`src/rtl/nn_layer_pkg.sv`:
```
// Shared parameters, controller state encoding and result scaling for the nn_layer engine.
package nn_layer_pkg;

    localparam int unsigned DATA_W    = 16;
    localparam int unsigned FRAC_BITS = 8;
    localparam int unsigned N_IN      = 64;
    localparam int unsigned N_OUT     = 8;
    localparam int unsigned ACC_W     = 40;

    localparam int unsigned PROD_W = 2 * DATA_W;
    localparam int unsigned N_W    = $clog2(N_OUT);
    localparam int unsigned I_W    = $clog2(N_IN);
    localparam int unsigned BVM_AW = N_W + I_W;

    localparam logic signed [ACC_W-1:0] SAT_MAX = ACC_W'((2 ** (DATA_W - 1)) - 1);
    localparam logic signed [ACC_W-1:0] SAT_MIN = -SAT_MAX - ACC_W'(1);

    typedef enum logic [2:0] {
        ST_IDLE,
        ST_RUN,
        ST_DRAIN,
        ST_WRITE,
        ST_DONE
    } state_e;

    // Drop the fraction (floor) and clamp into the signed result range.
    function automatic logic [DATA_W-1:0] scale_sat(input logic signed [ACC_W-1:0] acc);
        logic signed [ACC_W-1:0] sh;
        sh = acc >>> FRAC_BITS;
        if (sh > SAT_MAX) begin
            return DATA_W'(SAT_MAX);
        end else if (sh < SAT_MIN) begin
            return DATA_W'(SAT_MIN);
        end else begin
            return sh[DATA_W-1:0];
        end
    endfunction

endpackage

```
`src/rtl/nn_mac_unit.sv`:
```
// Signed multiply-accumulate with clear; result_c is the scaled value of the accumulator
// including the product presented this cycle. ReLU applied when NN_LAYER_RELU_EN is defined.
module nn_mac_unit
    import nn_layer_pkg::*;
(
    input  logic              clk,
    input  logic              rst,
    input  logic              mac_en,
    input  logic              clr,
    input  logic [DATA_W-1:0] weight,
    input  logic [DATA_W-1:0] act,
    output logic [DATA_W-1:0] result_c
);

    logic signed [PROD_W-1:0] prod_c;
    logic signed [ACC_W-1:0]  sum_c;
    logic signed [ACC_W-1:0]  acc_d;
    logic signed [ACC_W-1:0]  acc_q;
    logic        [DATA_W-1:0] sat_c;

    always_comb begin
        prod_c = PROD_W'($signed(weight)) * PROD_W'($signed(act));
        sum_c  = acc_q;
        if (mac_en) begin
            sum_c = acc_q + ACC_W'(prod_c);
        end
        acc_d = clr ? '0 : sum_c;
        sat_c = scale_sat(sum_c);
`ifdef NN_LAYER_RELU_EN
        result_c = sat_c[DATA_W-1] ? '0 : sat_c;
`else
        result_c = sat_c;
`endif
    end

    always_ff @(posedge clk or posedge rst) begin
        if (rst) begin
            acc_q <= '0;
        end else begin
            acc_q <= acc_d;
        end
    end

endmodule

```
`src/rtl/nn_layer_top.sv`:
```
// Fully-connected layer engine: 8 neurons x 64-input Q8.8 dot products, results to output RAM.
// Optional ReLU on results via NN_LAYER_RELU_EN.
module nn_layer_top
    import nn_layer_pkg::*;
(
    input  logic              clk,
    input  logic              reset,
    input  logic              xxx__dut__go,
    output logic              dut__xxx__finish,
    output logic [8:0]        dut__bvm__address,
    output logic              dut__bvm__enable,
    output logic              dut__bvm__write,
    output logic [DATA_W-1:0] dut__bvm__data,
    input  logic [DATA_W-1:0] bvm__dut__data,
    output logic [8:0]        dut__dim__address,
    output logic              dut__dim__enable,
    output logic              dut__dim__write,
    output logic [DATA_W-1:0] dut__dim__data,
    input  logic [DATA_W-1:0] dim__dut__data,
    output logic [2:0]        dut__dom__address,
    output logic [DATA_W-1:0] dut__dom__data,
    output logic              dut__dom__enable,
    output logic              dut__dom__write
);

    state_e              state_d, state_q;
    logic [N_W-1:0]      n_d, n_q;
    logic [I_W-1:0]      i_d, i_q;
    logic                rd_en_d, rd_en_q;
    logic [BVM_AW-1:0]   bvm_addr_d, bvm_addr_q;
    logic [BVM_AW-1:0]   dim_addr_d, dim_addr_q;
    logic                dom_en_d, dom_en_q;
    logic [N_W-1:0]      dom_addr_d, dom_addr_q;
    logic [DATA_W-1:0]   dom_data_d, dom_data_q;
    logic                finish_d, finish_q;
    logic                global_enable_d, global_enable_q;
    logic                mac_en_d, mac_en_q;
    logic [DATA_W-1:0]   mac_result_c;

    // Read data lands one cycle after the address cycle; accumulate then.
    nn_mac_unit u_mac (
        .clk      (clk),
        .rst      (reset),
        .mac_en   (mac_en_q & global_enable_q),
        .clr      (state_q == ST_WRITE),
        .weight   (bvm__dut__data),
        .act      (dim__dut__data),
        .result_c (mac_result_c)
    );

    // Next state and counters; registered outputs follow the next state so they line up with it.
    always_comb begin
        state_d = state_q;
        n_d     = n_q;
        i_d     = i_q;
        case (state_q)
            ST_IDLE: begin
                if (xxx__dut__go) begin
                    state_d = ST_RUN;
                    n_d     = '0;
                    i_d     = '0;
                end
            end
            ST_RUN: begin
                if (i_q == I_W'(N_IN - 1)) begin
                    state_d = ST_DRAIN;
                end else begin
                    i_d = i_q + I_W'(1);
                end
            end
            ST_DRAIN: state_d = ST_WRITE;
            ST_WRITE: begin
                if (n_q == N_W'(N_OUT - 1)) begin
                    state_d = ST_DONE;
                end else begin
                    state_d = ST_RUN;
                    n_d     = n_q + N_W'(1);
                    i_d     = '0;
                end
            end
            ST_DONE: begin
                state_d = ST_IDLE;
                n_d     = '0;
                i_d     = '0;
            end
            default: state_d = ST_IDLE;
        endcase

        rd_en_d         = (state_d == ST_RUN);
        bvm_addr_d      = rd_en_d ? {n_d, i_d} : '0;
        dim_addr_d      = rd_en_d ? BVM_AW'(i_d) : '0;
        dom_en_d        = (state_d == ST_WRITE);
        dom_addr_d      = dom_en_d ? n_d : '0;
        dom_data_d      = dom_en_d ? mac_result_c : '0;
        finish_d        = (state_d == ST_DONE);
        global_enable_d = (state_d != ST_IDLE);
        mac_en_d        = rd_en_q;
    end

    always_ff @(posedge clk or posedge reset) begin
        if (reset) begin
            state_q         <= ST_IDLE;
            n_q             <= '0;
            i_q             <= '0;
            rd_en_q         <= 1'b0;
            bvm_addr_q      <= '0;
            dim_addr_q      <= '0;
            dom_en_q        <= 1'b0;
            dom_addr_q      <= '0;
            dom_data_q      <= '0;
            finish_q        <= 1'b0;
            global_enable_q <= 1'b0;
            mac_en_q        <= 1'b0;
        end else begin
            state_q         <= state_d;
            n_q             <= n_d;
            i_q             <= i_d;
            rd_en_q         <= rd_en_d;
            bvm_addr_q      <= bvm_addr_d;
            dim_addr_q      <= dim_addr_d;
            dom_en_q        <= dom_en_d;
            dom_addr_q      <= dom_addr_d;
            dom_data_q      <= dom_data_d;
            finish_q        <= finish_d;
            global_enable_q <= global_enable_d;
            mac_en_q        <= mac_en_d;
        end
    end

    assign dut__xxx__finish  = finish_q;
    assign dut__bvm__address = bvm_addr_q;
    assign dut__bvm__enable  = rd_en_q;
    assign dut__bvm__write   = 1'b0;
    assign dut__bvm__data    = '0;
    assign dut__dim__address = dim_addr_q;
    assign dut__dim__enable  = rd_en_q;
    assign dut__dim__write   = 1'b0;
    assign dut__dim__data    = '0;
    assign dut__dom__address = dom_addr_q;
    assign dut__dom__data    = dom_data_q;
    assign dut__dom__enable  = dom_en_q;
    assign dut__dom__write   = dom_en_q;

endmodule

```
`config.mk`:
```
export PLATFORM = sky130hd
export DESIGN_NAME = nn_layer_top
export DESIGN_NICKNAME = d
export VERILOG_FILES = /design/src/rtl/nn_layer_pkg.sv /design/src/rtl/nn_mac_unit.sv /design/src/rtl/nn_layer_top.sv
export SDC_FILE = /design/constraint.sdc
export NUM_CORES = 1
export LEC_CHECK = 0
export BUFFER_PORTS_ARGS = -buffer_cell sky130_fd_sc_hd__buf_2
export CAP_MARGIN = 25
export CORE_MARGIN = 1.5
export CORE_UTILIZATION = 65
export DETAILED_ROUTE_END_ITERATION = 16
export HOLD_SLACK_MARGIN = 0.08
export PLACE_DENSITY = 0.84
export REMOVE_ABC_BUFFERS = 1
export SETUP_SLACK_MARGIN = 0.3
export SKIP_CTS_REPAIR_TIMING = 1
export SYNTH_ARGS = -nofsm -noshare
export SYNTH_HDL_FRONTEND = slang
export SYNTH_SLANG_ARGS = --single-unit
```
`constraint.sdc`:
```
create_clock -name clk -period 18.6 [get_ports clk]
set_clock_uncertainty 0.1 [all_clocks]
set_input_delay 4.65 -clock clk [delete_from_list [all_inputs] [get_ports clk]]
set_output_delay 4.65 -clock clk [all_outputs]
set_load 0.01 [all_outputs]
```
==> results of run 1 <==
area by class of cell:
class	instances	area [sq um]	share of cell area [%]
well taps	335	419	2.37
inverters	436	1640	9.25
multi-input cells	1299	12800	72.3
clock buffers	9	225	1.27
clock inverters	7	63.8	0.360
flip-flops and latches	85	2130	12.0
repair buffers	79	430	2.43
cells by family (layout without fill, tap and decap cells):
logic type                 count (synthesis)  after routing  synth area share (%)
DFF                                       85             85                  12.5
AOI/OAI and AO/OA                        234            234                  9.20
and+or+nand+nor                          533            533                  15.1
adders and majority gates                447            447                  47.3
other                                      1             37                0.0220
buffers and inverters                    556            531                  13.3
xor gates and xnor gates                  34             34                  1.74
muxes                                     14             14                 0.836
state kept, by name, indices dropped and copies added, names as in the netlist, 3 cells and up:
name	count
dut__bvm__address	4
dut__dim__address	5
dut__dom__address	3
dut__dom__data	16
i_q	6
n_q	3
state_q	3
u_mac.acc_q	40
how the worst max path moves through the flow:
stage / startpoint / endpoint / slack, ns
global route: bvm__dut__data[0] / dut__dom__data[2] / 5.22
detailed placement: bvm__dut__data[15] / dut__dom__data[0] / 5.63
floorplan: dim__dut__data[1] / dut__dom__data[0] / 6.90
global placement: bvm__dut__data[0] / dut__dom__data[0] / 5.76
finish: bvm__dut__data[0] / dut__dom__data[0] / 5.86
CTS: bvm__dut__data[15] / dut__dom__data[0] / 5.91
worst register-to-register path, stage by stage (launching register included):
cell and delay (ns):
sky130_fd_sc_hd__dfrtp_1 0.36, sky130_fd_sc_hd__inv_1 0.09, sky130_fd_sc_hd__fa_1 0.51, sky130_fd_sc_hd__inv_1 0.06, sky130_fd_sc_hd__fa_1 0.56, sky130_fd_sc_hd__fa_1 0.46, sky130_fd_sc_hd__fa_1 0.51, sky130_fd_sc_hd__inv_1 0.06
sky130_fd_sc_hd__fa_1 0.53, sky130_fd_sc_hd__inv_1 0.04, sky130_fd_sc_hd__ha_1 0.39, sky130_fd_sc_hd__a21oi_1 0.29, sky130_fd_sc_hd__o21ai_1 0.14, sky130_fd_sc_hd__a221oi_2 0.62, sky130_fd_sc_hd__a21oi_1 0.27, sky130_fd_sc_hd__nor3_1 0.29
sky130_fd_sc_hd__a211oi_1 0.15, sky130_fd_sc_hd__a21o_1 0.30, sky130_fd_sc_hd__xnor2_1 0.78, sky130_fd_sc_hd__nand2_1 0.66, sky130_fd_sc_hd__a211oi_1 0.42
cell usage in the layout, fill, tap and decap left out, types with 12 or more instances in the layout:
cell / instances
sky130_fd_sc_hd__a211oi_1: 18
sky130_fd_sc_hd__a211oi_2: 12
sky130_fd_sc_hd__a21o_1: 14
sky130_fd_sc_hd__a21oi_1: 71
sky130_fd_sc_hd__and2_1: 127
sky130_fd_sc_hd__buf_2: 73
sky130_fd_sc_hd__conb_1: 37
sky130_fd_sc_hd__dfrtp_1: 85
sky130_fd_sc_hd__fa_1: 330
sky130_fd_sc_hd__ha_1: 117
sky130_fd_sc_hd__inv_1: 434
sky130_fd_sc_hd__mux2i_1: 12
sky130_fd_sc_hd__nand2_1: 197
sky130_fd_sc_hd__nand3_1: 19
sky130_fd_sc_hd__nand4_1: 17
sky130_fd_sc_hd__nor2_1: 89
sky130_fd_sc_hd__nor2b_1: 14
sky130_fd_sc_hd__nor3_1: 30
sky130_fd_sc_hd__o21ai_0: 43
sky130_fd_sc_hd__xnor2_1: 27
stage by stage:
stage          hold WS (ns)  std cells
3_3_place_gp          0.285       2233
2_1_floorplan         0.377       1820
4_1_cts               0.321       2249
6_report              0.315       2250
3_5_place_dp          0.304       2233
5_1_grt               0.323       2250
routing by layer:
layer	track usage (%)	wire length, um	vias to the layer above
met3	4.09	2630	68
met5	0	0	-
li1	-	-	5767
met1	45.5	17100	6360
met2	52.2	19300	476
met4	7.13	749	0
==> reports/results.ini, run 1 <==
[clock_tree]
cts.sinks=85
clock_path_buffers=2
h_tree_lvl_count=3
clock_insertion_delay_worst_skew_ns=0.35
cts_tree=yes
cts-buffers-inserted=9
clock_tree.root_cell=sky130_fd_sc_hd__clkbuf_16
clkTransAtPathRegs_ns=0.07

[synth]
yosys_register_bits=85
ys_top_cells_by_count=435 x sky130_fd_sc_hd__inv_1, 330 x sky130_fd_sc_hd__fa_1, 198 x sky130_fd_sc_hd__nand2_1
synth_top_flop_cell=sky130_fd_sc_hd__dfrtp_1
yosys.cell_types.count=67
post_synth_main_area_contributors=sky130_fd_sc_hd__fa_1 39%, sky130_fd_sc_hd__dfrtp_1 12%, sky130_fd_sc_hd__inv_1 9.6%
synth_async_sr_flop_share_pct=100
synth_warnings=0
synthesis.area_per_instance_sq_um=8.96
synth.most_common_cell=sky130_fd_sc_hd__inv_1
post_synth_edffs=0
post-synth-top-area-fraction_pct=38.7
synth.cell_area_sq_um=17100
synth_seq_area_share_pct=12.5
post-synth-top-area-cell=sky130_fd_sc_hd__fa_1
postSynthCellCount=1904

[drt]
vias_per_cell=5.63
antenna_violating_nets_post_route=0
drc=0
drt-pass1-iter-count=6
detailroute.via_count=12700
wire_per_inst_um=17.7
detail_route.wirelength_um=39800
detailedRoute.firstIterationViolations=890

[sta]
final_period_minus_worst_setup_slack_ns=12.74
period_share_pct=68.5
grt_setup_unrepaired=false
final_hold_viol_count=0
setup_ws_ns=5.86
fmax_mhz=78.5
final-max-slew-violation-count=0
remaining_max_slew_budget_at_the_tightest_pin_pct=36.8
final-setup-viol-count=0
worstMarginPinSlew_ns=0.941
totalNegativeSetupSlack_ns=0

[setup_path]
cpMostUsedCell=sky130_fd_sc_hd__fa_1
critical-path-max-stage-delay_ns=0.78
cp_max_fo=16
critical_path.reg2reg.startpoint=u_mac.acc_q[15]
startpoint_class_of_the_critical_path=input pin
crit_arrival_ns=12.88
setup.worst_path.end_class=register
cp_slowest_cell=sky130_fd_sc_hd__xnor2_1
path_delay_family=adder cells
path_depth=22
worst-setup-path-type=in -> reg
cp.buffers_inverters=4
r2r-end=dut__dom__data[0]
worst-r2r-cell-count=20
r2r_slack_ns=10.89
cp_cell_sequence=buf_2 > nand2b_1 > fa_1 > fa_1 > inv_1 > fa_1 > fa_1 > fa_1 > inv_1 > fa_1 > inv_1 > ha_1 > a21oi_1 > o21ai_1 > a221oi_2 > a21oi_1 > nor3_1 > a211oi_1 > a21o_1 > xnor2_1 > nand2_1 > a211oi_1
critPathRequiredTime_ns=18.74

[run_status]
status=complete, no violations

[worst_hold_path]
hold_path_cell_cnt=0
min_to=mac_en_q
hold_path_class=reg -> reg
hold_path_startpoint=dut__bvm__enable

[floorplanning]
floorplan.die.width_um=165
initial_core_util_pct=65.9
die-area_sq_um=27200
placement_rows=59
die_height_um=165
fp.coreArea_sq_um=25900
ioPinCount=111

[place]
place_area_sq_um=17400
place.gp.congestion=0.974
dp_hpwl_um=33700
pre_cts_ws_ns=5.63
placement.io_buffers=73

[grt]
grt_start_max_net_pins=86
gr-total-overflow=0
grt_pass1_wl_um=67400
track_usage_pct=31.8
antenna_found_initial=0
number_of_global_route_vias_before_repair=13100

[cells_and_area]
number_of_fill_cells=2007
final_cell_area_sq_um=17700
syn2layout_area_growth_pct=3.75
num-nets-final=2392
finish.utilization_pct=68.3
layout_cell_share_with_drive_strength_beyond_1_pct=6.21
antenna-diode-count=0

[run]
cap_violations=0

Power of run 1 is not shown: default switching activity piles up to over one toggle a cycle in this logic, so the estimate is an artifact.
==> run 2: changes to the inputs <==
--- a/config.mk
+++ b/config.mk
@@ -8,10 +8,10 @@
 export BUFFER_PORTS_ARGS = -buffer_cell sky130_fd_sc_hd__buf_2
 export CAP_MARGIN = 25
 export CORE_MARGIN = 1.5
-export CORE_UTILIZATION = 65
+export CORE_UTILIZATION = 58
 export DETAILED_ROUTE_END_ITERATION = 16
 export HOLD_SLACK_MARGIN = 0.08
-export PLACE_DENSITY = 0.84
+export PLACE_DENSITY = 0.79
 export REMOVE_ABC_BUFFERS = 1
 export SETUP_SLACK_MARGIN = 0.3
 export SKIP_CTS_REPAIR_TIMING = 1
==> constraint.sdc (replaced) <==
create_clock -name clk -period 10.5 [get_ports clk]
set_clock_uncertainty 0.1 [all_clocks]
set_input_delay 2.625 -clock clk [delete_from_list [all_inputs] [get_ports clk]]
set_output_delay 2.625 -clock clk [all_outputs]
set_load 0.01 [all_outputs]
==> run 2 against run 1 <==
Compared with the run above:
- die area increased by 12%
- highest routed layer unchanged
- critical path depth increased by 3
- first-iteration DRC count decreased by 13%
- register-to-register slack got worse by 7.2 ns
- routed wire length increased by 0.68%
- setup slack got worse by 5.2 ns
- clock-buffer cell count increased by 1
- final cell count increased by 3.1%
- worst hold slack improved by 0.0066 ns
- non-clock buffer count increased by 21
==> reports/results.ini, run 2 (synthesis gave the netlist of run 1 again) <==
[sta]
worstMarginPinSlew_ns=0.657  ; -0.285 ns
final-setup-viol-count=0  ; unchanged
final_period_minus_worst_setup_slack_ns=9.88
final-max-slew-violation-count=0  ; unchanged
remaining_max_slew_budget_at_the_tightest_pin_pct=55.7  ; +19 points
grt_setup_unrepaired=false
period_share_pct=94.1
final_hold_viol_count=0  ; unchanged
fmax_mhz=101
totalNegativeSetupSlack_ns=0  ; unchanged

[drt]
detailedRoute.firstIterationViolations=773  ; -13%
antenna_violating_nets_post_route=0  ; unchanged
drt-pass1-iter-count=5  ; -1
detailroute.via_count=12700  ; -0.016%
drc=0  ; unchanged
wire_per_inst_um=17.3  ; -2.4%
detail_route.wirelength_um=40000  ; +0.68%
vias_per_cell=5.46  ; -3.0%

[clock_tree]
clock_insertion_delay_worst_skew_ns=0.34  ; about the same
cts_tree=yes
clock_tree.root_cell=sky130_fd_sc_hd__clkbuf_16
cts-buffers-inserted=9  ; unchanged
h_tree_lvl_count=3  ; unchanged
clock_path_buffers=2  ; unchanged
clkTransAtPathRegs_ns=0.07  ; about the same
cts.sinks=85  ; unchanged

[floorplanning]
floorplan.die.width_um=175  ; +5.8%
ioPinCount=111  ; unchanged
die_height_um=175  ; +5.8%
die-area_sq_um=30500  ; +12%
initial_core_util_pct=59.1  ; -6.7 points
placement_rows=62  ; +5.1%
fp.coreArea_sq_um=28900  ; +11%

[cells_and_area]
max_flop_register=u_mac.acc_q
multi_input_area_sq_um=12900  ; +0.39%
layout_cell_share_with_drive_strength_beyond_1_pct=7.70  ; +1.5 points
mostFrequentLayoutCell=sky130_fd_sc_hd__inv_1
antenna-diode-count=0  ; unchanged
final-seq-area_sq_um=2130  ; unchanged
final_cell_mix=433 x sky130_fd_sc_hd__inv_1, 328 x sky130_fd_sc_hd__fa_1, 197 x sky130_fd_sc_hd__nand2_1
syn2layout_area_growth_pct=5.55
number_of_fill_cells=2446  ; +22%
finish.utilization_pct=62.4  ; -5.9 points
num-nets-final=2413  ; +0.88%
max_ffs_per_register=40  ; unchanged

[run_status]
status=complete, no violations

[grt]
antenna_found_initial=0  ; unchanged
number_of_global_route_vias_before_repair=13700  ; +4.3%
track_usage_pct=28.6  ; -3.2 points
grt_pass1_wl_um=70000  ; +3.9%
gr-total-overflow=0  ; unchanged
grt_start_max_net_pins=86  ; unchanged

[setup_path]
setup.worst_path.end_class=register
critPathRequiredTime_ns=10.61  ; -8.13 ns
crit_arrival_ns=9.99  ; -2.89 ns
worst-setup-path-type=in -> reg
startpoint_class_of_the_critical_path=input pin
cp_max_fo=16  ; unchanged

[worst_hold_path]
hold_path_class=reg -> reg

[run]
cap_violations=0  ; unchanged

[place]
placement.io_buffers=73  ; unchanged
dp_hpwl_um=34200  ; +1.6%
place.gp.congestion=0.947  ; -2.7%

[run 2: final timing paths]
kind,start,to,slack [ns],cells after the start
min,dut__bvm__enable,mac_en_q,0.32,0
max,bvm__dut__data[15],dut__dom__data[5],0.62,25
max in group asynchronous,reset,u_mac.acc_q[33],7.49,4
min reg2reg,dut__bvm__enable,mac_en_q,0.32,0
min in group asynchronous,reset,u_mac.acc_q[13],2.23,3
max reg2reg,u_mac.acc_q[15],dut__dom__data[3],3.66,22
[run 2: layer usage]
| layer | share of wire [%] | vias up | global-route usage [%] |
|---|---|---|---|
| li1 | - | 5813 | - |
| met1 | 45 | 6424 | 41.1 |
| met2 | 49 | 387 | 47.8 |
| met3 | 4.9 | 45 | 3.22 |
| met4 | 1.4 | 0 | 5.09 |
| met5 | 0 | - | 0 |
[run 2: final cells by class]
| class | instances | area share (%) |
|---|---|---|
| clock inverter | 6 | 0.424 |
| clock buffer | 10 | 1.33 |
| sequential | 85 | 11.8 |
| multi-input combinational | 1299 | 71.4 |
| inverter | 436 | 9.11 |
| timing repair buffer | 100 | 3.31 |
| tap | 384 | 2.67 |
[run 2: worst max-delay path, stage by stage]
cell	delay, ns
sky130_fd_sc_hd__clkbuf_4	0.20
sky130_fd_sc_hd__nand2_1	0.17
sky130_fd_sc_hd__inv_1	0.09
sky130_fd_sc_hd__fa_2	0.57
sky130_fd_sc_hd__fa_1	0.62
sky130_fd_sc_hd__clkinvlp_4	0.25
sky130_fd_sc_hd__fa_1	0.55
sky130_fd_sc_hd__inv_1	0.06
sky130_fd_sc_hd__fa_1	0.52
sky130_fd_sc_hd__fa_1	0.51
sky130_fd_sc_hd__inv_1	0.05
sky130_fd_sc_hd__fa_1	0.48
sky130_fd_sc_hd__inv_1	0.05
sky130_fd_sc_hd__ha_1	0.38
sky130_fd_sc_hd__a211oi_2	0.26
sky130_fd_sc_hd__o21ai_1	0.15
sky130_fd_sc_hd__a221oi_4	0.44
sky130_fd_sc_hd__o21bai_1	0.16
sky130_fd_sc_hd__nor3_1	0.32
sky130_fd_sc_hd__o311ai_1	0.16
sky130_fd_sc_hd__a2111oi_0	0.53
sky130_fd_sc_hd__nand4_1	0.22
sky130_fd_sc_hd__buf_4	0.24
sky130_fd_sc_hd__o31ai_1	0.29
sky130_fd_sc_hd__a21oi_1	0.07
[run 2: metrics by stage]
stage	worst slack [ns]	area (sq um)	hold WS, ns	instances
2_1_floorplan	0.828	16600	0.377	1820
3_3_place_gp	0.232	17600	0.288	2303
3_5_place_dp	0.175	17600	0.299	2303
4_1_cts	0.455	17900	0.315	2319
5_1_grt	0.285	18000	0.329	2320
6_report	0.622	18000	0.321	2320
Power of run 2 is left out for the same reason.
